[src/rtl/sadd_arb_pkg.sv]
// Shared defaults, state encoding and elaboration helpers for the round-robin signed-add arbiter.
package sadd_arb_pkg;

    localparam int unsigned DATAWIDTH_DEF = 8;
    localparam int unsigned NREQ_DEF      = 4;

    typedef enum logic {
        EMPTY = 1'b0,
        FULL  = 1'b1
    } state_e;

    // Smallest r with 2**r >= v; loop is bounded so it folds at elaboration.
    function automatic int unsigned clog2(input int unsigned v);
        int unsigned r;
        r = 0;
        for (int unsigned i = 0; i < 32; i++) begin
            if ((64'(1) << i) < 64'(v)) begin
                r = i + 1;
            end
        end
        return r;
    endfunction

endpackage

[src/rtl/sadd_rr_arbiter_rr_pick.sv]
// Combinational round-robin picker: first asserted request strictly after 'last', wrapping modulo NREQ.
module rr_pick
    import sadd_arb_pkg::*;
#(
    parameter int unsigned NREQ = NREQ_DEF,
    parameter int unsigned IDW  = clog2(NREQ_DEF)
) (
    input  logic [NREQ-1:0] req,
    input  logic [IDW-1:0]  last,
    input  logic            en,
    output logic [NREQ-1:0] grant_c
);

    logic [IDW-1:0]    start_c;
    logic [2*NREQ-1:0] dbl_c;
    logic [2*NREQ-1:0] back_c;
    logic [NREQ-1:0]   rot_c;
    logic [NREQ-1:0]   first_c;

    // Rotate so the search origin lands at bit 0, isolate the lowest set bit, rotate back.
    always_comb begin
        start_c = (last >= IDW'(NREQ - 1)) ? '0 : IDW'(last + 1'b1);
        dbl_c   = {req, req} >> start_c;
        rot_c   = dbl_c[NREQ-1:0];
        first_c = rot_c & (~rot_c + 1'b1);
        back_c  = {first_c, first_c} << start_c;
        grant_c = en ? back_c[2*NREQ-1:NREQ] : '0;
    end

endmodule

[src/rtl/sadd_rr_arbiter_sadd.sv]
// Signed wrap-around adder datapath component.
module sadd #(
    parameter int unsigned W = 8
) (
    input  logic signed [W-1:0] a,
    input  logic signed [W-1:0] b,
    output logic signed [W-1:0] sum_c
);

    assign sum_c = a + b;

endmodule

[src/rtl/sadd_rr_arbiter.sv]
// Round-robin arbiter time-multiplexing one signed adder over NREQ requesters, one-entry result register.
// Optional overflow flag output res_ovf enabled by defining SADD_RR_ARBITER_OVF_EN.
module sadd_rr_arbiter
    import sadd_arb_pkg::*;
#(
    parameter int unsigned DATAWIDTH = DATAWIDTH_DEF,
    parameter int unsigned NREQ      = NREQ_DEF,
    parameter int unsigned IDW       = clog2(NREQ_DEF)
) (
    input  logic                      Clk,
    input  logic                      Rst,
    input  logic [NREQ-1:0]           req_valid,
    input  logic [NREQ*DATAWIDTH-1:0] req_a,
    input  logic [NREQ*DATAWIDTH-1:0] req_b,
    output logic [NREQ-1:0]           req_ready,
    output logic                      res_valid,
    output logic [DATAWIDTH-1:0]      res_sum,
    output logic [IDW-1:0]            res_id,
    input  logic                      res_ready
`ifdef SADD_RR_ARBITER_OVF_EN
    ,
    output logic                      res_ovf
`endif
);

    if (clog2(NREQ) > IDW) begin : g_idw_check
        $error("sadd_rr_arbiter: IDW too narrow for NREQ");
    end

    state_e               state_q, state_d;
    logic [IDW-1:0]       last_q, last_d;
    logic [IDW-1:0]       id_q, id_d;
    logic [DATAWIDTH-1:0] sum_q, sum_d;
`ifdef SADD_RR_ARBITER_OVF_EN
    logic                 ovf_q, ovf_d;
`endif

    logic                 can_accept_c;
    logic                 xfer_c;
    logic [NREQ-1:0]      grant_c;
    logic [IDW-1:0]       gnt_id_c;
    logic [DATAWIDTH-1:0] a_sel_c;
    logic [DATAWIDTH-1:0] b_sel_c;
    logic [DATAWIDTH-1:0] add_sum_c;

    assign can_accept_c = (state_q == EMPTY) || res_ready;

    rr_pick #(
        .NREQ (NREQ),
        .IDW  (IDW)
    ) u_pick (
        .req     (req_valid),
        .last    (last_q),
        .en      (can_accept_c && !Rst),
        .grant_c (grant_c)
    );

    assign req_ready = grant_c;
    assign xfer_c    = |grant_c;

    // Grant is one-hot, so OR-ing masked lanes selects the winner's operands.
    always_comb begin
        a_sel_c  = '0;
        b_sel_c  = '0;
        gnt_id_c = '0;
        for (int i = 0; i < int'(NREQ); i++) begin
            if (grant_c[i]) begin
                a_sel_c  = a_sel_c | req_a[i*DATAWIDTH +: DATAWIDTH];
                b_sel_c  = b_sel_c | req_b[i*DATAWIDTH +: DATAWIDTH];
                gnt_id_c = IDW'(i);
            end
        end
    end

    sadd #(
        .W (DATAWIDTH)
    ) u_add (
        .a     (a_sel_c),
        .b     (b_sel_c),
        .sum_c (add_sum_c)
    );

    // Next-state: a transfer loads (and may replace) the result; a lone drain only clears valid.
    always_comb begin
        state_d = state_q;
        last_d  = last_q;
        id_d    = id_q;
        sum_d   = sum_q;
`ifdef SADD_RR_ARBITER_OVF_EN
        ovf_d   = ovf_q;
`endif
        if (xfer_c) begin
            state_d = FULL;
            last_d  = gnt_id_c;
            id_d    = gnt_id_c;
            sum_d   = add_sum_c;
`ifdef SADD_RR_ARBITER_OVF_EN
            ovf_d   = (a_sel_c[DATAWIDTH-1] == b_sel_c[DATAWIDTH-1]) &&
                      (add_sum_c[DATAWIDTH-1] != a_sel_c[DATAWIDTH-1]);
`endif
        end else if ((state_q == FULL) && res_ready) begin
            state_d = EMPTY;
        end
    end

    always_ff @(posedge Clk) begin
        if (Rst) begin
            state_q <= EMPTY;
            last_q  <= IDW'(NREQ - 1);
            id_q    <= '0;
            sum_q   <= '0;
`ifdef SADD_RR_ARBITER_OVF_EN
            ovf_q   <= 1'b0;
`endif
        end else begin
            state_q <= state_d;
            last_q  <= last_d;
            id_q    <= id_d;
            sum_q   <= sum_d;
`ifdef SADD_RR_ARBITER_OVF_EN
            ovf_q   <= ovf_d;
`endif
        end
    end

    assign res_valid = (state_q == FULL);
    assign res_sum   = sum_q;
    assign res_id    = id_q;
`ifdef SADD_RR_ARBITER_OVF_EN
    assign res_ovf   = ovf_q;
`endif

endmodule

[config.mk]
export PLATFORM = sky130hd
export DESIGN_NAME = sadd_rr_arbiter
export DESIGN_NICKNAME = d
export VERILOG_FILES = /design/src/rtl/sadd_arb_pkg.sv /design/src/rtl/sadd_rr_arbiter_rr_pick.sv /design/src/rtl/sadd_rr_arbiter_sadd.sv /design/src/rtl/sadd_rr_arbiter.sv
export SDC_FILE = /design/constraint.sdc
export NUM_CORES = 1
export LEC_CHECK = 0
export BUFFER_PORTS_ARGS = -buffer_cell sky130_fd_sc_hd__buf_4
export CAP_MARGIN = 5
export CORE_MARGIN = 10
export CORE_UTILIZATION = 44
export CTS_CLUSTER_DIAMETER = 60
export DETAILED_ROUTE_END_ITERATION = 10
export PLACE_DENSITY = 0.82
export REMOVE_ABC_BUFFERS = 1
export SLEW_MARGIN = 20
export SYNTH_ARGS = -nofsm -noshare
export SYNTH_HDL_FRONTEND = slang
export SYNTH_SLANG_ARGS = --single-unit
[constraint.sdc]
create_clock -name Clk -period 6.1 [get_ports Clk]
set_input_delay 0.61 -clock Clk [delete_from_list [all_inputs] [get_ports Clk]]
set_output_delay 0.61 -clock Clk [all_outputs]
set_load 0.02 [all_outputs]
==> metrics.txt <==
pin count of the biggest net entering global routing 23; synth cell count leaders nand2_1 (30), a222oi_1 (14), dfxtp_1 (13), nor2_1 (13), a21oi_1 (11); worst-margin pin slew approximately 0.86 ns; max cap viols 0; initial antenna violation count 0; synth warn 0; # hold bufs at CTS 0; Core Rows 19; HP Class reg -> reg; Async S/R FF share, synth 0; final period utilization 0.6965; nets about 320; Slew headroom 0.4228; vias in the first global route roughly 1500; RSZ-0062 raised after global routing no; Yosys top cell area share 0.2114; top post-synthesis cells by area dfxtp_1 (21%), a222oi_1 (11%), nand2_1 (9.1%), ha_1 (8.1%), a21oi_1 (4.5%); CP startpoint kind flop; critical path arrival 4.45 ns; dpl cell area 1852 sq um; H-tree Lvls 1; mean number of vias per cell 5.601; first-pass GRT wire length around 6.6 mm; Residual DRC 0; die width 72.90 microns; worst slack, placed 1.841 ns; Post-DP HPWL 3.438 mm; Root Driver clkbuf_4; unique cell type count in the Yosys netlist between 40 and 50; Clk pin slew, worst setup/hold paths ~0.080 ns; Critical Path End Type flop; io pins 86; design area 1879 sq um; P_sw 195.8 uW; clock share of power 0.117; Layout fillers 230; Syn Std Cell Area roughly 1200 sq um; WS Path Type reg -> reg; EDFF count, synth 0; Primary FF master, synth dfxtp_1; effective utilization at floorplan 0.4543; postcts setup bufs 0; Final Max Slew Viols 0; sequential power share 0.252; Congestion Overflow GR 0; layout cell share with drive strength beyond 1 0.3833; Setup WS post-layout 1.851 ns; final wirelength ~4.3 mm; fin util 0.6934; die height between 70 and 80 microns; Layout Skew 0.002073 ns; Max rail drop VDD about 0.00023 V; logic gate share of total power 0.631; post-route ant nets 0; Cells after Synth about 160; Tmin final roughly 4.2 ns; Worst Path Required roughly 6.3 ns; status finished clean; Pint between 200 and 300 uW; setup_tns 0 ns; Sw Share 0.4205; drt first pass iters 5; CORE AREA 2710 sq um; wire length per cell 15.74 microns; Synth Register Bits 13; CTS sink cnt 13; post-CTS resize count 0; syn avg cell area between 7 and 8 sq um; cell taking the most area after synthesis dfxtp_1; PD cells about 250 nW/um^2; fmax 0.2354 GHz; Fin. Hold Viols 0; die area between 5000 and 6000 sq um; count leader, synth nand2_1; GR Util All Layers 0.1492; clk buf depth 2; Port Buffer Count 85; critical path peak fanout 18; Placer Congestion between 0.8 and 0.9; Setup Viol. Count Final 0; Seq/Total Area, Yosys 0.2114; CTS tree built; Pleak 0.0009277 uW; Num CTS Buffers 3; synthesis-to-finish area growth 52.64%; worst hold margin between 0.4 and 0.5 ns; vias between 1500 and 2000; n_diodes 0; initial detailed-routing violation count 44; worst-skew pair later-pin latency about 0.28 ns
cell families after synthesis:
family,after synthesis,share of synthesized area
AND/OR/NAND/NOR,68,0.2825
AO/OA/AOI/OAI,52,0.3222
buffers and inverters,16,0.06401
flip-flops,13,0.2114
adder cells (fa/ha/maj),9,0.09756
XOR/XNOR,2,0.01423
multiplexers,1,0.008130
final cells by class:
cell class	instances	area [sq um]	share of cell area
clock inverter	1	5.005	0.002663
multi-input combinational	132	892.1	0.4747
timing repair buffer	85	638.1	0.3395
clock buffer	3	22.52	0.01198
sequential	13	260.3	0.1385
tap	31	38.79	0.02064
inverter	6	22.52	0.01198
critical path, cell delays in order, from the launching register on:
cell	delay [ns]
dfxtp_1	0.38
ha_1	0.42
or4b_1	0.45
o311ai_1	0.11
and3_1	0.68
a222oi_1	0.24
nand2_1	0.14
ha_1	0.23
a21o_1	0.18
a21oi_1	0.22
o21ai_0	0.15
a2111oi_0	0.42
nor3_1	0.13
and4_1	0.22
o31ai_1	0.19
flip-flops by register name (all words and copies together) (netlist names):
register / flops
last_q: 2
res_id: 2
res_valid: 1
res_sum: 8
per-layer routing:
| layer | up-vias | GRT usage | routed length (microns) |
|---|---|---|---|
| met5 | - | 0 | 0 |
| met4 | 0 | 0.05063 | 58 |
| met3 | 4 | 0.06122 | 313 |
| met2 | 41 | 0.2582 | 2163 |
| met1 | 695 | 0.1593 | 1730 |
| li1 | 778 | - | - |
metrics by stage:
step / power (uW) / std cells
2_1_floorplan: 307.2 / 151
3_3_place_gp: 410.4 / 267
3_5_place_dp: 414.6 / 267
4_1_cts: 469.6 / 271
5_1_grt: 507.4 / 271
6_report: 465.7 / 271
placed cells by master, fill, tap and decap left out, types with 2 or more instances in the layout:
| master | netlist | layout |
|---|---|---|
| a2111o_1 | 2 | 2 |
| a211oi_1 | 2 | 2 |
| a21oi_1 | 11 | 11 |
| a222oi_1 | 14 | 14 |
| and2b_1 | 2 | 2 |
| and3_1 | 3 | 3 |
| and4_1 | 3 | 3 |
| buf_4 | 2 | 85 |
| clkbuf_4 | 0 | 3 |
| dfxtp_1 | 13 | 13 |
| ha_1 | 8 | 8 |
| inv_1 | 6 | 6 |
| nand2_1 | 30 | 30 |
| nor2_1 | 13 | 13 |
| nor2b_1 | 4 | 4 |
| nor3_1 | 5 | 5 |
| o21a_1 | 2 | 2 |
| o21ai_0 | 6 | 6 |
| o21bai_1 | 2 | 2 |
| o22ai_1 | 2 | 2 |
power groups by stage:
stage	clock network, uW	logic, uW	registers [uW]
after CTS	56.3	296	117
after floorplan	0	168	139
after global placement	0	292	119
final	54.3	294	118
after detailed placement	0	295	119
after global routing	61.0	326	120
path summary, 6_finish.rpt:
path	start	to	slack, ns	depth (start not counted)
max	last_q[0]	res_sum[7]	1.85	14
min	res_sum[6]	res_sum[6]	0.46	2
max reg2reg	last_q[0]	res_sum[7]	1.85	14
min reg2reg	res_sum[6]	res_sum[6]	0.46	2
Note: power is estimated with default switching activity, not from simulation.
